<file path="config.mk">
export PLATFORM = sky130hd
export DESIGN_NAME = segment_scan_ctrl
export DESIGN_NICKNAME = d
export VERILOG_FILES = /design/src/rtl/segment_scan_ctrl.sv
export SDC_FILE = /design/constraint.sdc
export NUM_CORES = 1
export LEC_CHECK = 0
export CAP_MARGIN = 10
export CORE_UTILIZATION = 55
export CTS_BUF_LIST = sky130_fd_sc_hd__clkbuf_16
export DETAILED_ROUTE_END_ITERATION = 8
export PLACE_DENSITY_LB_ADDON = 0.25
export SYNTH_ARGS = -nofsm -noshare
export SYNTH_HDL_FRONTEND = slang
export SYNTH_SLANG_ARGS = --single-unit
</file>
<file path="constraint.sdc">
create_clock -name i_clk -period 4.05 [get_ports i_clk]
set_clock_uncertainty 0.1 [all_clocks]
set_input_delay 0.405 -clock i_clk [delete_from_list [all_inputs] [get_ports i_clk]]
set_output_delay 0.405 -clock i_clk [all_outputs]
set_load 0.02 [all_outputs]
</file>
<file path="src/rtl/segment_scan_ctrl.sv">
// Multiplexed scan controller for a common-anode multi-digit 7-segment display.
// Optional leading-zero blanking is enabled by defining SEGMENT_SCAN_LZB_EN.
module segment_scan_ctrl #(
  parameter int unsigned DIGITS = 4,
  parameter int unsigned DIV    = 50000,
  parameter int unsigned DEAD   = 16
) (
  input  logic                  i_clk,
  input  logic                  i_rst,
  input  logic [4*DIGITS-1:0]   i_val,
  input  logic                  i_load,
  output logic [6:0]            o_seg,
  output logic [DIGITS-1:0]     o_an,
  output logic                  o_ack,
  output logic                  o_frame
);

  localparam int unsigned CntW = (DIV > 1) ? $clog2(DIV) : 1;
  localparam int unsigned DigW = (DIGITS > 1) ? $clog2(DIGITS) : 1;
  localparam int unsigned ValW = 4 * DIGITS;

  localparam logic [CntW-1:0]   CntLast = CntW'(DIV - 1);
  localparam logic [CntW-1:0]   CntDead = CntW'(DEAD);
  localparam logic [DigW-1:0]   DigLast = DigW'(DIGITS - 1);
  localparam logic [DIGITS-1:0] AnOne   = DIGITS'(1);

  typedef enum logic {StBlank, StDrive} phase_e;

  // Hex glyphs, active-low, bit 0 = segment a .. bit 6 = segment g.
  function automatic logic [6:0] segment_ram_hex(input logic [3:0] nib);
    logic [6:0] g;
    unique case (nib)
      4'h0: g = 7'h40;
      4'h1: g = 7'h79;
      4'h2: g = 7'h24;
      4'h3: g = 7'h30;
      4'h4: g = 7'h19;
      4'h5: g = 7'h12;
      4'h6: g = 7'h02;
      4'h7: g = 7'h78;
      4'h8: g = 7'h00;
      4'h9: g = 7'h10;
      4'hA: g = 7'h08;
      4'hB: g = 7'h03;
      4'hC: g = 7'h46;
      4'hD: g = 7'h21;
      4'hE: g = 7'h06;
      default: g = 7'h0E;
    endcase
    return g;
  endfunction

  logic [CntW-1:0]   cnt_q, cnt_d;
  logic [DigW-1:0]   dig_q, dig_d;
  logic [ValW-1:0]   shd_q, shd_d;
  logic [ValW-1:0]   disp_q, disp_d;
  logic              pend_q, pend_d;
  logic [6:0]        seg_q, seg_d;
  logic [DIGITS-1:0] an_q, an_d;
  logic              ack_q, ack_d;
  logic              frame_q, frame_d;

  logic              boundary;
  logic [ValW-1:0]   upper;
  phase_e            phase;

  always_comb begin
    boundary = (cnt_q == '0) && (dig_q == '0);

    cnt_d = (cnt_q == CntLast) ? '0 : cnt_q + CntW'(1);
    dig_d = dig_q;
    if (cnt_q == CntLast) begin
      dig_d = (dig_q == DigLast) ? '0 : dig_q + DigW'(1);
    end

    shd_d  = shd_q;
    pend_d = pend_q;
    disp_d = disp_q;
    if (boundary && pend_q) begin
      disp_d = shd_q;
      pend_d = 1'b0;
    end
    // A load in the boundary cycle stays pending for the following frame.
    if (i_load) begin
      shd_d  = i_val;
      pend_d = 1'b1;
    end

    // Outputs are built from the post-boundary value so a new frame never shows stale digits.
    upper = disp_d >> {dig_q, 2'b00};
    phase = (cnt_q < CntDead) ? StBlank : StDrive;
`ifdef SEGMENT_SCAN_LZB_EN
    if ((dig_q != '0) && (upper == '0)) begin
      phase = StBlank;
    end
`endif

    seg_d = 7'h7F;
    an_d  = '1;
    if (phase == StDrive) begin
      seg_d = segment_ram_hex(upper[3:0]);
      an_d  = ~(AnOne << dig_q);
    end

    ack_d   = boundary && pend_q;
    frame_d = boundary;
  end

  always_ff @(posedge i_clk) begin
    if (i_rst) begin
      cnt_q   <= '0;
      dig_q   <= '0;
      shd_q   <= '0;
      disp_q  <= '0;
      pend_q  <= 1'b0;
      seg_q   <= 7'h7F;
      an_q    <= '1;
      ack_q   <= 1'b0;
      frame_q <= 1'b0;
    end else begin
      cnt_q   <= cnt_d;
      dig_q   <= dig_d;
      shd_q   <= shd_d;
      disp_q  <= disp_d;
      pend_q  <= pend_d;
      seg_q   <= seg_d;
      an_q    <= an_d;
      ack_q   <= ack_d;
      frame_q <= frame_d;
    end
  end

  assign o_seg   = seg_q;
  assign o_an    = an_q;
  assign o_ack   = ack_q;
  assign o_frame = frame_q;

endmodule

</file>
==> results of run 1 <==
## worst min-delay path by stage
| stage | start | to | slack [ns] | cells past startpoint |
|---|---|---|---|---|
| floorplan | cnt_q[0] | cnt_q[0] | 0.34 | 1 |
| global placement | cnt_q[0] | cnt_q[0] | 0.36 | 1 |
| finish | cnt_q[0] | cnt_q[0] | 0.38 | 1 |
| global route | cnt_q[0] | cnt_q[0] | 0.42 | 1 |
| CTS | cnt_q[0] | cnt_q[0] | 0.38 | 1 |
| detailed placement | cnt_q[0] | cnt_q[0] | 0.37 | 1 |
## cell families (layout without fill, tap and decap cells)
family / count (synthesis) / after routing / share of synthesized area
muxes: 49 / 49 / 0.201
DFF: 64 / 64 / 0.463
and+or+nand+nor: 100 / 100 / 0.167
buffers and inverters: 22 / 58 / 0.0376
AOI/OAI and AO/OA: 14 / 14 / 0.0348
xor gates and xnor gates: 13 / 13 / 0.0412
adders and majority gates: 12 / 12 / 0.0543
## power by group through the flow
| stage | Sequential (mW) | Clock (mW) | Combinational (mW) |
|---|---|---|---|
| after floorplan | 0.672 | 0 | 0.0715 |
| after global placement | 0.674 | 0 | 0.0998 |
| after detailed placement | 0.674 | 0 | 0.102 |
| after CTS | 0.661 | 0.732 | 0.103 |
| after global routing | 0.662 | 0.760 | 0.113 |
| final | 0.661 | 0.719 | 0.102 |
## state kept, by name, summed over array words and instances (netlist names)
name and cells:
cnt_q 16, disp_q 16, o_frame 1, o_seg 7, dig_q 2, shd_q 16, pend_q 1, o_an 4
o_ack 1
## stage by stage
stage | power (mW) | utilization
floorplan | 0.743 | -
global placement | 0.774 | 0.648
detailed placement | 0.776 | 0.648
CTS | 1.50 | 0.706
global route | 1.54 | 0.706
finish | 1.48 | 0.706
## cells in the mapped netlist, types with 2 or more instances
| cell | n | area [um2] |
|---|---|---|
| ha_1 | 12 | 150 |
| dfxtp_1 | 64 | 1280 |
| mux2_2 | 3 | 33.8 |
| inv_1 | 10 | 37.5 |
| mux2i_1 | 41 | 410 |
| nor2_1 | 58 | 218 |
| o221ai_1 | 3 | 26.3 |
| xor2_1 | 7 | 61.3 |
| a21oi_1 | 5 | 25.0 |
| buf_1 | 2 | 7.51 |
| mux4_2 | 5 | 113 |
| and3_1 | 3 | 18.8 |
| nand3_1 | 7 | 35.0 |
| or3_1 | 4 | 25.0 |
| nand4_1 | 2 | 12.5 |
| nand2_1 | 15 | 56.3 |
| nand2b_1 | 3 | 18.8 |
| xnor2_1 | 6 | 52.6 |
| o21ai_0 | 2 | 10.0 |
| clkbuf_1 | 7 | 26.3 |
## cell type report
| type | count | area, um2 | share of cell area |
|---|---|---|---|
| tap | 67 | 83.8 | 0.0248 |
| timing repair buffer | 32 | 318 | 0.0940 |
| sequential | 64 | 1280 | 0.379 |
| inverter | 10 | 37.5 | 0.0111 |
| clock inverter | 7 | 55.1 | 0.0163 |
| multi-input combinational | 188 | 1380 | 0.408 |
| clock buffer | 9 | 225 | 0.0666 |
## per-layer routing
metal,track usage,vias up
li1,-,997
met1,0.255,893
met2,0.382,26
met3,0.0622,7
met4,0.0980,0
met5,0,-
==> impl_metrics.toml, run 1 <==
[worst_setup_path]
reg2reg_depth = 13
cp_slowest_cell = "and3_4"
cp.depth = 13
r2r_start = "dig_q[0]"
cp_top_family = "simple AND/OR/NAND/NOR gates"
critPathCapture = "o_seg[3]"
worstPathCellList = "inv_1 > ha_1 > nor4bb_1 > and3_4 > mux2i_1 > mux2i_1 > mux2_2 > inv_1 > ha_1 > inv_1 > mux2i_1 > nor4_1 > a31oi_1"
worstSetupEndpointType = "flop"
cp_max_fo = 20
crit_arrival_ns = 3.64
startpoint_type = "flop"
crit_path_max_incr_delay_ns = 0.47
path_class = "reg2reg"
worstPathRequired_ns = 4.20
startpoint = "dig_q[0]"
path_buf_inv = 3
r2r_slack_ns = 0.56
r2r-end = "o_seg[3]"

[routing]
dr.max_layer_used = "met4"
firstDrtPassIters = 4
route.met3.wl_um = 156
dr_total_vias = 1923
met2WireLength_um = 2510
finalWirelength_um = 5090
wire_per_inst_um = 13.5
first_iter_violations = 126
avgViaCountPerCell = 5.10
remaining_drc_errors = 0
ant_nets = 0
wl_met1_um = 2340

[power]
p_clk_frac = 0.485
pwr-share-comb = 0.069
p_leak_nw = 1.36
internal_power_mw = 1.17
powerDensity_nw_per_um2 = 438
ir_drop_uv = 301
seqPwrFrac = 0.446
p_sw_frac = 0.214
switching_power_mw = 0.317

[clocking]
post_cts.repair.setup_buffers = 0
cts.sinks = 64
holdBufCountCts = 0
numCtsBuffers = 9
clockBufferDepth = 2
clock_latency_ns = 0.32
cts_tree = "built"
htree_levels = 3
clockRootBuffer = "clkbuf_16"
clkTransAtPathRegs_ns = 0.05
cts_resized = 0

[finish]
fin_area_um2 = 3380
diodes = 0
layout_commonest_cell = "dfxtp_1"
layout_common_cells = "dfxtp_1, nor2_1, mux2i_1, clkdlybuf4s50_1, nand2_1"
fill_cells = 372
nNetsFinal = 336
syn_to_final_growth_pct = 22.3
drive_gt1_frac = 0.0806
instances_no_fill = 377

[grt]
grt_overflow = 0
first_global_vias = 1972
grt_antenna_before_repair = 0
grt_pass1_wl_um = 8780
grt_max_degree = 41
grt_use_total = 0.221

[floorplanning]
die_x_um = 72.9
coreArea_um2 = 4790
floorplan.rows = 25
pin_count = 32
dieArea_um2 = 5320
start_util = 0.578
die_h_um = 72.9

[timing]
fin_crit_ns = 3.49
slew-limit-headroom = 0.352
tightest_slew_ns = 0.969
hold_violations = 0
slew_viol_final = 0
holdWs_ns = 0.377
fin_ws_ns = 0.560
max_freq_ghz = 0.287
setup_viol = 0
fin_tns_setup_ns = 0
grt_setup_unrepaired = "false"
fin_crit_sh = 0.862

[flow_run]
maxCapViolCount = 0

[synthesis]
syn-num-nets = 305
synth_edf_count = 0
syn_inst = 274
synth-seq-cells = 64
syn_area_per_cell_um2 = 10.1
async_flop_share = 0
syn-cell-area_um2 = 2770
ys_seq_area_frac = 0.463
ys_types = 35
ys_warn_count = 0
synth_top_flop_cell = "dfxtp_1"

[place]
globalplace.congestion = 0.826
place_area_um2 = 3100
portBuffers = 31
post-place-ws_ns = 0.627
placed_cells = 361
post-dp-hpwl_um = 3450

[run_status]
status = "completed"

[hold_path]
hp-class = "reg2reg"
(Power assumes the default switching activity.)
==> inputs of run 2 (changes only) <==
--- a/config.mk
+++ b/config.mk
@@ -9,6 +9,7 @@
 export CORE_UTILIZATION = 55
 export CTS_BUF_LIST = sky130_fd_sc_hd__clkbuf_16
 export DETAILED_ROUTE_END_ITERATION = 8
+export GPL_ROUTABILITY_DRIVEN = 0
 export PLACE_DENSITY_LB_ADDON = 0.25
 export SYNTH_ARGS = -nofsm -noshare
 export SYNTH_HDL_FRONTEND = slang
==> results of run 2 <==
Final layout, timing and power as in run 1 (identical DEF).
==> inputs of run 3 (changes only) <==
--- a/config.mk
+++ b/config.mk
@@ -6,11 +6,12 @@
 export NUM_CORES = 1
 export LEC_CHECK = 0
 export CAP_MARGIN = 10
-export CORE_UTILIZATION = 55
-export CTS_BUF_LIST = sky130_fd_sc_hd__clkbuf_16
+export CORE_UTILIZATION = 58
+export CTS_BUF_LIST = sky130_fd_sc_hd__clkbuf_8
 export DETAILED_ROUTE_END_ITERATION = 8
 export GPL_ROUTABILITY_DRIVEN = 0
 export PLACE_DENSITY_LB_ADDON = 0.25
+export SETUP_SLACK_MARGIN = 0.15
 export SYNTH_ARGS = -nofsm -noshare
 export SYNTH_HDL_FRONTEND = slang
 export SYNTH_SLANG_ARGS = --single-unit
==> run 3 against run 2 <==
Combinational power is essentially flat. Total power down 11%. Clock-buffer cell count grew 3. Wire length fell by 2.9%. Sequential power hardly changed. Final area down 2.8%. Hold slack gained 0.0047 ns. Core utilization increased by 2.8 points. First-iteration DRC count decreased by 40%. Setup slack gained 0.013 ns. Global-route usage hardly changed. Die area is 5.0% lower. Largest cell class unchanged.
==> impl_metrics.toml, run 3 (same netlist as run 1, synthesis figures left out) <==
[clocking]
clockRootBuffer = "clkbuf_8"
holdBufCountCts = 0
numCtsBuffers = 9
clockBufferDepth = 2
clock_latency_ns = 0.33
cts_tree = "built"
cts_resized = 0
cts.sinks = 64
clkTransAtPathRegs_ns = 0.07
post_cts.repair.setup_buffers = 0
htree_levels = 3

[timing]
fin_crit_ns = 3.48
fin_ws_ns = 0.573
max_freq_ghz = 0.288
grt_setup_unrepaired = "false"
slew-limit-headroom = 0.328
slew_viol_final = 0
fin_tns_setup_ns = 0
hold_violations = 0
tightest_slew_ns = 1.01
holdWs_ns = 0.382
setup_viol = 0
fin_crit_sh = 0.859

[run_status]
status = "completed"

[floorplanning]
dieArea_um2 = 5050
die_x_um = 71.0
coreArea_um2 = 4470
floorplan.rows = 24
die_h_um = 71.0
start_util = 0.618
pin_count = 32

[power]
p_leak_nw = 1.33
ir_drop_uv = 225
powerDensity_nw_per_um2 = 401
p_total_mw = 1.32

[worst_setup_path]
crit_arrival_ns = 3.64
worstPathCellList = "inv_1 > ha_1 > nor4bb_1 > and3_4 > mux2i_1 > mux2i_1 > mux2_2 > inv_1 > ha_1 > inv_1 > mux2i_1 > nor4_1 > a31oi_1"
worstSetupEndpointType = "flop"
cp_top_family = "simple AND/OR/NAND/NOR gates"
path_buf_inv = 3
cp_max_fo = 20
crit_path_max_incr_delay_ns = 0.47
cp_slowest_cell = "and3_4"
path_class = "reg2reg"
worstPathRequired_ns = 4.21
startpoint_type = "flop"

[place]
portBuffers = 31
place_area_um2 = 3080
post-place-ws_ns = 0.594
post-dp-hpwl_um = 3450
placed_cells = 346

[finish]
layout_commonest_cell = "dfxtp_1"
instances_no_fill = 361
regArea_um2 = 1280
top_regs = "cnt_q: 16 flops, disp_q: 16 flops, shd_q: 16 flops"
fill_cells = 332
layout_common_cells = "dfxtp_1, nor2_1, mux2i_1, clkdlybuf4s50_1, nand2_1"
fin_area_um2 = 3290
fin_util = 0.735
drive_gt1_frac = 0.0906
multiInputGateArea_um2 = 1380
nNetsFinal = 336
diodes = 0
syn_to_final_growth_pct = 18.9

[routing]
dr_total_vias = 1924
ant_nets = 0
finalWirelength_um = 4940
firstDrtPassIters = 6
wire_per_inst_um = 13.7
first_iter_violations = 76
remaining_drc_errors = 0
avgViaCountPerCell = 5.33

[grt]
grt_use_total = 0.222
grt_pass1_wl_um = 8470
grt_overflow = 0
grt_antenna_before_repair = 0
first_global_vias = 1866
grt_max_degree = 41

[hold_path]
hp-class = "reg2reg"

[flow_run]
maxCapViolCount = 0
-- run 3: cell count changes in the layout (fill, tap and decap cells not counted) --
cell / delta
clkbuf_8: +12
clkinv_1: -2
clkbuf_16: -9
inv_1: -2
-- run 3: path summary, 6_finish.rpt --
kind / startpoint / depth (start not counted) / to / slack [ns]
worst max-delay path: dig_q[0] / 13 / o_seg[3] / 0.57
worst min-delay path: cnt_q[0] / 1 / cnt_q[0] / 0.38
worst max register to register: dig_q[0] / 13 / o_seg[3] / 0.57
worst min register to register: cnt_q[0] / 1 / cnt_q[0] / 0.38
-- run 3: power breakdown --
group | internal, mW | leakage [nW] | total (mW) | switching [mW]
clock network | 0.329 | 0.108 | 0.556 | 0.227
logic | 0.0521 | 0.696 | 0.102 | 0.0496
registers | 0.648 | 0.521 | 0.660 | 0.0121
total | 1.03 | 1.33 | 1.32 | 0.289
-- run 3: cell type report --
| class | count | share of cell area |
|---|---|---|
| Multi-Input combinational cell | 188 | 0.420 |
| Sequential cell | 64 | 0.390 |
| Timing Repair Buffer | 32 | 0.0967 |
| Clock buffer | 12 | 0.0502 |
| Tap cell | 52 | 0.0198 |
| Clock inverter | 3 | 0.0122 |
| Inverter | 10 | 0.0114 |
-- run 3: metal layers --
| metal | track usage | part of all wire | up-vias |
|---|---|---|---|
| li1 | - | - | 990 |
| met1 | 0.264 | 0.46 | 886 |
| met2 | 0.369 | 0.48 | 37 |
| met3 | 0.0627 | 0.037 | 11 |
| met4 | 0.109 | 0.020 | 0 |
| met5 | 0 | 0 | - |
-- run 3: worst register-to-register path, delay by kind of cell, from the launching register on --
kind / cells / cell delay, ns
AND/OR/NAND/NOR: 3 / 0.92
multiplexers: 4 / 0.89
adder cells (fa/ha/maj): 2 / 0.48
buffers and inverters: 3 / 0.45
flip-flops: 1 / 0.43
AO/OA/AOI/OAI: 1 / 0.14
